## config.mk

```make
export PLATFORM = sky130hd
export DESIGN_NAME = seven_seg_scan_controller
export DESIGN_NICKNAME = d
export VERILOG_FILES = /design/src/rtl/seg7_pkg.sv /design/src/rtl/seven_seg_scan_controller_bin2bcd.sv /design/src/rtl/seven_seg_scan_controller.sv
export SDC_FILE = /design/constraint.sdc
export NUM_CORES = 1
export LEC_CHECK = 0
export CORE_MARGIN = 5
export CORE_UTILIZATION = 35
export DETAILED_ROUTE_END_ITERATION = 8
export PLACE_DENSITY = 0.52
export SLEW_MARGIN = 20
export SYNTH_ARGS = -nofsm -noshare
export SYNTH_HDL_FRONTEND = slang
export SYNTH_HIERARCHICAL = 1
export SYNTH_SLANG_ARGS = --single-unit
```

## constraint.sdc

```tcl
create_clock -name clk -period 2.7 [get_ports clk]
set_input_delay 0.675 -clock clk [delete_from_list [all_inputs] [get_ports clk]]
set_output_delay 0.675 -clock clk [all_outputs]
set_load 0.01 [all_outputs]
```

## src/rtl/seg7_pkg.sv

```systemverilog
// seg7_pkg: FSM states and segment constants shared by the 7-segment scan controller.
package seg7_pkg;
    typedef enum logic [1:0] {IDLE, CONVERT, COMMIT} state_t;
    localparam logic [6:0] SEG_BLANK = 7'h7F;
    localparam logic [7:0] AN_OFF = 8'hFF;
    // Packed with index 15 first; nibbles 10..15 never occur and decode blank.
    localparam logic [15:0][6:0] SEG_LUT = {
        SEG_BLANK, SEG_BLANK, SEG_BLANK, SEG_BLANK, SEG_BLANK, SEG_BLANK,
        7'h10, 7'h00, 7'h78, 7'h02, 7'h12, 7'h19, 7'h30, 7'h24, 7'h79, 7'h40};
    function automatic logic [6:0] seg_decode(input logic [3:0] nib);
        return SEG_LUT[nib];
    endfunction
endpackage

```

## src/rtl/seven_seg_scan_controller_bin2bcd.sv

```systemverilog
// bin2bcd_seq: sequential shift-add-3 binary to BCD converter, one bit per cycle,
// start loads the operand and done marks the final shift cycle.
module bin2bcd_seq #(
    parameter int WIDTH = 14,
    parameter int DIGITS = 4
) (
    input  logic                clk,
    input  logic                rst,
    input  logic                start,
    input  logic [WIDTH-1:0]    bin_in,
    output logic                done,
    output logic [4*DIGITS-1:0] bcd
);
    localparam int SW = 4*DIGITS + WIDTH;
    localparam int CW = $clog2(WIDTH + 1);
    logic [SW-1:0] sr_q, sr_d, adj;
    logic [CW-1:0] cnt_q, cnt_d;
    logic run_q, run_d;
    assign done = run_q && cnt_q == CW'(WIDTH - 1);
    assign bcd = sr_q[SW-1 -: 4*DIGITS];
    always_comb begin
        adj = sr_q;
        for (int d = 0; d < DIGITS; d++)
            adj[WIDTH+4*d +: 4] = (sr_q[WIDTH+4*d +: 4] >= 4'd5) ? sr_q[WIDTH+4*d +: 4] + 4'd3 : sr_q[WIDTH+4*d +: 4];
        sr_d = start ? {{(4*DIGITS){1'b0}}, bin_in} : run_q ? adj << 1 : sr_q;
        cnt_d = start ? '0 : run_q ? cnt_q + 1'b1 : cnt_q;
        run_d = start || (run_q && !done);
    end
    always_ff @(posedge clk) begin
        if (rst) begin
            sr_q <= '0;
            cnt_q <= '0;
            run_q <= 1'b0;
        end else begin
            sr_q <= sr_d;
            cnt_q <= cnt_d;
            run_q <= run_d;
        end
    end
endmodule

```

## src/rtl/seven_seg_scan_controller.sv

```systemverilog
// seven_seg_scan_controller: converts a binary count to BCD and scans it onto a multiplexed
// active-low 7-segment display; LEADING_ZERO_BLANK_EN blanks leading zero digits.
module seven_seg_scan_controller
    import seg7_pkg::*;
#(
    parameter int WIDTH = 14,
    parameter int DIGITS = 4,
    parameter int REFRESH_DIV = 5000,
    parameter int MAX_SHOW = 9999
) (
    input  logic              clk,
    input  logic              rst,
    input  logic [WIDTH-1:0]  value_in,
    input  logic              value_valid,
    output logic              busy,
    output logic [DIGITS-1:0] an,
    output logic [6:0]        seg,
    output logic              dp
);
    localparam int TW = (REFRESH_DIV > 1) ? $clog2(REFRESH_DIV) : 1;
    localparam int IW = (DIGITS > 1) ? $clog2(DIGITS) : 1;
    state_t state_q, state_d;
    logic pend_q, pend_d;
    logic [WIDTH-1:0] pend_val_q, pend_val_d, clamped, bin;
    logic [4*DIGITS-1:0] disp_q, disp_d, bcd;
    logic [DIGITS-1:0] blank_q, blank_d, blank_new;
    logic [TW-1:0] tick_q, tick_d;
    logic [IW-1:0] idx_q, idx_d;
    logic [DIGITS-1:0] an_q, an_d;
    logic [6:0] seg_q, seg_d;
    logic start, done, term;
`ifdef LEADING_ZERO_BLANK_EN
    localparam logic [DIGITS-1:0] BLANK_RST = ~DIGITS'(1);
    logic [DIGITS:1] zero_above;
    always_comb begin
        zero_above = '0;
        zero_above[DIGITS] = 1'b1;
        for (int i = DIGITS - 1; i >= 1; i--)
            zero_above[i] = zero_above[i+1] && bcd[4*i +: 4] == 4'd0;
        blank_new = {zero_above[DIGITS-1:1], 1'b0};
    end
`else
    localparam logic [DIGITS-1:0] BLANK_RST = '0;
    assign blank_new = '0;
`endif
    assign clamped = (value_in > WIDTH'(MAX_SHOW)) ? WIDTH'(MAX_SHOW) : value_in;
    assign busy = state_q != IDLE;
    assign an = an_q;
    assign seg = seg_q;
    assign dp = 1'b1;
    bin2bcd_seq #(.WIDTH(WIDTH), .DIGITS(DIGITS)) u_bin2bcd (
        .clk(clk), .rst(rst), .start(start), .bin_in(bin), .done(done), .bcd(bcd)
    );
    // A newer strobe supersedes the finished result, so COMMIT only publishes when nothing is waiting.
    always_comb begin
        state_d = state_q;
        pend_d = pend_q;
        pend_val_d = pend_val_q;
        disp_d = disp_q;
        blank_d = blank_q;
        start = 1'b0;
        bin = clamped;
        case (state_q)
            IDLE: begin
                start = value_valid;
                state_d = value_valid ? CONVERT : IDLE;
            end
            CONVERT: begin
                pend_d = pend_q || value_valid;
                pend_val_d = value_valid ? clamped : pend_val_q;
                state_d = done ? COMMIT : CONVERT;
            end
            COMMIT: begin
                start = pend_q || value_valid;
                bin = value_valid ? clamped : pend_val_q;
                pend_d = 1'b0;
                state_d = start ? CONVERT : IDLE;
                disp_d = start ? disp_q : bcd;
                blank_d = start ? blank_q : blank_new;
            end
            default: state_d = IDLE;
        endcase
    end
    always_comb begin
        term = tick_q == TW'(REFRESH_DIV - 1);
        tick_d = term ? '0 : tick_q + 1'b1;
        idx_d = term ? ((idx_q == IW'(DIGITS - 1)) ? '0 : idx_q + 1'b1) : idx_q;
        an_d = ~(DIGITS'(1) << idx_d);
        seg_d = blank_q[idx_d] ? SEG_BLANK : seg_decode(disp_q[4*idx_d +: 4]);
    end
    always_ff @(posedge clk) begin
        if (rst) begin
            state_q <= IDLE;
            pend_q <= 1'b0;
            pend_val_q <= '0;
            disp_q <= '0;
            blank_q <= BLANK_RST;
            tick_q <= '0;
            idx_q <= '0;
            an_q <= AN_OFF[DIGITS-1:0];
            seg_q <= SEG_BLANK;
        end else begin
            state_q <= state_d;
            pend_q <= pend_d;
            pend_val_q <= pend_val_d;
            disp_q <= disp_d;
            blank_q <= blank_d;
            tick_q <= tick_d;
            idx_q <= idx_d;
            an_q <= an_d;
            seg_q <= seg_d;
        end
    end
endmodule
```

# Yosys cells after proc, flatten, opt, wreduce, memory -nomap -nowiden
# Memories as Yosys holds them, arrays and structs flattened. A register that Yosys moved wholly into a read port is not among the register bits.
# Cells that the tools add are included.
[word_totals] mem_count=1 ff_bits=87 mem_bits_ro=112
[memory_table] memory="(no name shown)" depth=16 width=7 read_ports=1 rd_ports_with_merged_regs=1 wr=0 line_no="seg7_pkg.sv:11" text="return SEG_LUT[nib];"
[classes] n_lt_le_gt_ge=6 bitwise_logic=2 n_eq_ne=5 addsub=7 mux=19 reduce_logical=13 shift=2
[op_table] op="2-to-1 mux 14 bit" n=5
[op_table] op=">= comparator 4 x 3 -> 1 bit, second input constant" n=4
[op_table] op="variable part select 16 x 5 -> 4 bit" n=1
[op_table] op="greater-than comparator 14 bit, second input constant" n=1
[op_table] op="adder 13 x 1 -> 13 bit, second input constant" n=1
[op_table] op="== test 13 bit, second input constant" n=1
[op_table] op="adder 4 x 2 -> 4 bit, second input constant" n=3
[op_table] op="2-to-1 mux 4 bit" n=3
[op_table] op="2-to-1 mux 2 bit" n=3
[op_table] op="one-hot mux 2 bit (3 select lines)" n=1
[op_table] op="nonzero test 2 bit" n=3
[op_table] op="OR reduction 2 bit" n=3
[op_table] op="adder 4 x 1 -> 4 bit, second input constant" n=1
[op_table] op="== test 2 bit, second input constant" n=2
[op_table] op="== test 4 bit, second input constant" n=1
[op_table] op="NOT 4 bit" n=1
[op_table] op="one-hot mux 1 bit (2 select lines)" n=2
[op_table] op="<< shifter 1 x 2 -> 4 bit, first input constant" n=1
[op_table] op="adder 3 x 2 -> 3 bit, second input constant" n=1
[op_table] op="< comparator 2 x 3 -> 1 bit, second input constant" n=1
[op_table] op="2-to-1 mux 1 bit" n=3
[op_table] op="2-to-1 mux 3 bit" n=1
[op_table] op="adder 2 x 1 -> 2 bit, second input constant" n=1
[op_table] op="binary-select mux 1 bit (select 2 bit)" n=1
[op_table] op="other kinds (7)" n=9

# Longest topological paths before layout
# Gate-level depths: netlist of the first run.
[depth] word_depth=6 ltp_mapped=12

# Cells and area by module
# Netlist of the first run, hierarchy kept.
[by_module_without_submodules] module="seven_seg_scan_controller" seq_area_each_um2=1181.1 area_per_inst_um2=2839.0 cells_each=349 n_inst=1
[by_module_without_submodules] module="bin2bcd_seq" seq_area_each_um2=700.7 area_per_inst_um2=1899.3 cells_each=211 n_inst=1

# Worst setup path before layout of the first run
# No wires, ideal clock.
[synth_timing] path_type="register to register" start="register tick_q[4]" end="register seg_q[1] (netlist: seg[1])" path_stages_with_launch=10 path_buffers=2 setup_time_ns=0.130 arrival_ns=2.623 setup_slack_ns=-0.053 required_ns=2.570 period_less_slack_ns=2.753 path_cell_list="dfxtp_1 -> or4b_4 -> or3_1 -> buf_6 -> mux2i_4 -> buf_6 -> o221ai_1 -> ha_1 -> a21oi_1 -> o21ai_0"
[synth_via] elab_chain_len=5 elab_cells_between_ends=6 classes_between="eq/ne (1); shift (1); mux (3); reduce/logical (1)"
[synth_rtl] element="from (decl)" line_no="seven_seg_scan_controller.sv:27" text="logic [TW-1:0] tick_q, tick_d;"
[synth_rtl] element="from (signal assigned)" line_no="seven_seg_scan_controller.sv:108" text="tick_q <= tick_d;"
[synth_rtl] element="== test 13 bit *" line_no="seven_seg_scan_controller.sv:85" text="term = tick_q == TW'(REFRESH_DIV - 1);"
[synth_rtl] element="2-to-1 mux 2 bit *" line_no="seven_seg_scan_controller.sv:87" text="idx_d = term ? ((idx_q == IW'(DIGITS - 1)) ? '0 : idx_q + 1'b1) : idx_q;"
[synth_rtl] element="branches (longest 3 deep; another with variable part select 16 x 5 -> 4 bit)"
[synth_rtl] element="to (decl)" line_no="seven_seg_scan_controller.sv:30" text="logic [6:0] seg_q, seg_d;"
# Mark *: on every way between the ends. The select of a mux whose other input is x is not followed.
# A chain may end at the register's enable or synchronous reset.

# Worst setup path after layout of the first run
[layout_timing] start="register tick_q[4]" end="register seg_q[5] (netlist: seg[5])"
# Same word-level chain as after synthesis.

==> impl_metrics.tcl, run 1 <==
set metrics [dict create \
    status "finished clean" \
    yosysSeqAreaShare 0.397 \
    finalHoldViolCount 0 \
    path_class "reg2reg" \
    track_usage 0.131 \
    fp.dieH_um 126 \
    crit_fanout 8 \
    h-tree-depth 3 \
    vias_per_cell 4.99 \
    worst_setup_path_start_kind "flip-flop" \
    p_seq_frac 0.447 \
    ios 30 \
    rrSetupSlack_ps 110 \
    cp_common_cell "buf_4" \
    clkPwrFrac 0.470 \
    peakVddDrop_mv 0.307 \
    whs_ps 453 \
    final_layout_size_suffix_gt1_frac 0.142 \
    worst_pin_slew_ps 600 \
    relSlewSlack 0.600 \
    fin_skew_ps 6.89 \
    crit_chain "or4b_4 > or3_4 > mux2i_4 > buf_4 > o221ai_2 > buf_4 > a211oi_4 > o21ai_1" \
    first_pass_iters 4 \
    yosys_register_bits 94 \
    wl_met3_um 321 \
    syn_inst 560 \
    dieArea_um2 16000 \
    cpMaxStageDelayCell "or4b_4" \
    maxCapViolCount 0 \
    drt-initial-drc-count 184 \
    clkSinkCount 94 \
    dr_wl_met2_um 4990 \
    top_layer "met4" \
    cts_buffer_depth 2 \
    worstSetupEndpointType "flip-flop" \
    ctsRootBufferMaster "clkbuf_16" \
    async_reset_ff_frac 0 \
    drt-met1-wl_um 4820 \
    synth_edf_count 0 \
    power.internal_mw 2.58 \
    sw_frac_of_total 0.214 \
    clk_latency_ps 340 \
    drc 0 \
    vias 3890 \
    num_antenna_cells 0 \
    grt_pass1_vias 3824 \
    final_cell_mix "dfxtp_1 (93), nand2_1 (82), nor2_1 (66)" \
    area_growth_pct 20.2 \
    cts_tree "yes" \
    hold_start "disp_q[15]$_SDFFE_PP0P_" \
    clkTransAtPathRegs_ps 70 \
    synthesis.area_um2 4740 \
    cts_buffers 9 \
    synth_nets 594 \
    required_ps 2910 \
    die_w_um 126 \
    grt_pass1_wl_um 17600 \
    routed_wl_um 10200 \
    avgSynthCellArea_um2 8.46 \
    finalPower_mw 3.29 \
    grt_max_degree 37 \
    period_share 0.960 \
    power_density_nw_per_um2 577 \
    cpPeakStageDelay_ps 540 \
    min_period_ps 2590 \
    slew_viol_final 0 \
    switching_power_mw 0.704 \
    r2r-start "tick_q[4]$_SDFF_PP0_" \
    routabilityCongestion 0.859 \
    numPortBuffers 28 \
    antenna_left 0 \
    power_leakage_nw 2.14 \
    startpoint "tick_q[4]$_SDFF_PP0_" \
    p_comb_frac 0.082 \
    synth-warning-count 6 \
    ys_types 59 \
    gr-total-overflow 0 \
    wire_per_inst_um 13.1 \
    nNetsFinal 633 \
    mostFrequentLayoutCell "dfxtp_1" \
    hpwlAfterDp_um 7500 \
    fmax_ghz 0.386 \
    core_um2 13200 \
    hp-class "reg2reg" \
    rows 42 \
    synth_flop_cell "dfxtp_1" \
    antenna_found_initial 0 \
    start_util 0.358 \
    cp.arrival_ps 2800 \
    fillCellCount 1332 \
    finalSetupViolCount 0 \
]
==> worst max-delay path, delay by kind of cell (launching register included) <==
family,cells,cell delay [ps]
AND/OR/NAND/NOR,2,1000
flip-flops,1,310
AO/OA/AOI/OAI,3,470
buffers and inverters,2,350
multiplexers,1,320
==> state kept, by name, indices dropped and copies added, names as in the netlist <==
name,cells
u_bin2bcd/cnt_q,4
u_bin2bcd/run_q,1
pend_val_q,14
pend_q,1
state_q,2
seg,7
idx_q,2
u_bin2bcd/sr_q,30
disp_q,16
tick_q,13
an,4
==> synthesized netlist by cell type (all sizes together), types with 4 or more instances <==
library cell  instances  area, um^2
clkbuf               16        60.1
nand4                 4        25.0
nand3                25         125
nand2b                7        43.8
nand3b               11        82.6
nor2b                 7        43.8
xor2                  8        70.1
a2111o                7        78.8
nor3                  5        25.0
a21oi                45         225
buf                  17         111
o21ai                17        85.1
mux2i                25         275
xnor2                 6        52.6
nand2                82         308
dfxtp                94        1880
a211oi               10        87.6
nor2                 67         251
mux2                 16         184
and3                  5        37.5
ha                   17         213
nor3b                 5        37.5
inv                  17        63.8
or3                   6        38.8
a31oi                 8        50.1
o211ai                8        60.1
==> area by class of cell <==
class	count	area, um^2	area share
clock buffers	10	239	0.0420
clock inverters	6	133	0.0233
inverters	17	63.8	0.0112
multi-input cells	416	2640	0.463
flip-flops and latches	94	1880	0.331
well taps	176	220	0.0387
repair buffers	61	523	0.0918
==> power by group through the flow <==
stage / Clock, mW / Combinational (mW) / Sequential (mW)
after floorplan: 0 / 0.194 / 1.49
after global placement: 0 / 0.269 / 1.50
after detailed placement: 0 / 0.273 / 1.50
after CTS: 1.59 / 0.274 / 1.47
after global routing: 1.65 / 0.305 / 1.48
final: 1.55 / 0.271 / 1.47
==> metal layers <==
layer,global-route usage,up-vias
met2,0.233,64
met5,0,-
li1,-,2027
met1,0.160,1788
met3,0.0290,11
met4,0.0341,0
==> cell families after synthesis <==
logic type,Yosys count,synth area share
AND/OR/NAND/NOR,237,0.239
AO/OA/AOI/OAI,106,0.146
flip-flops,94,0.397
buffers and inverters,50,0.0496
multiplexers,41,0.0969
adder cells (fa/ha/maj),17,0.0449
XOR/XNOR,14,0.0259
other,1,0.000791
==> stage by stage <==
stage / instances / setup TNS, ps / worst slack [ps] / cell area, um^2 / util
5_1_grt: 780 / -0.943 / -0.943 / 5700 / 0.430
2_1_floorplan: 560 / 0 / 2.22 / 4740 / -
3_5_place_dp: 761 / -71.0 / -32.1 / 5300 / 0.400
6_report: 780 / 0 / 107 / 5700 / 0.430
4_1_cts: 777 / 0 / 32.0 / 5670 / 0.428
3_3_place_gp: 761 / 0 / 30.0 / 5300 / 0.400
==> repair_timing <==
action | in CTS | in global routing
pin swaps | 0 | 1
hold buffers | 0 | 0
endpoints found under the setup margin | 5 | 5
setup buffers | 0 | 3
resized for setup | 1 | 0
==> path summary, 6_finish.rpt <==
kind | to | cells past startpoint
min reg2reg | disp_q[15]$_SDFFE_PP0P_ | 2
max reg2reg | seg[5]$_SDFF_PP1_ | 8
min | disp_q[15]$_SDFFE_PP0P_ | 2
max | seg[5]$_SDFF_PP1_ | 8
(Power assumes the default switching activity.)
==> run 2: changes to the inputs <==
--- a/config.mk
+++ b/config.mk
@@ -7,6 +7,7 @@
 export LEC_CHECK = 0
 export CORE_MARGIN = 5
 export CORE_UTILIZATION = 35
+export CTS_CLUSTER_SIZE = 40
 export DETAILED_ROUTE_END_ITERATION = 8
 export PLACE_DENSITY = 0.52
 export SLEW_MARGIN = 20
==> results of run 2 <==
No change in the layout: final DEF, timing and power equal those of run 1.
==> run 3: changes to the inputs <==
--- a/config.mk
+++ b/config.mk
@@ -5,6 +5,7 @@
 export SDC_FILE = /design/constraint.sdc
 export NUM_CORES = 1
 export LEC_CHECK = 0
+export ABC_CLOCK_PERIOD_IN_PS = 2700
 export CORE_MARGIN = 5
 export CORE_UTILIZATION = 35
 export CTS_CLUSTER_SIZE = 40
==> results of run 3 <==
No change in the layout: final DEF, timing and power equal those of run 1.
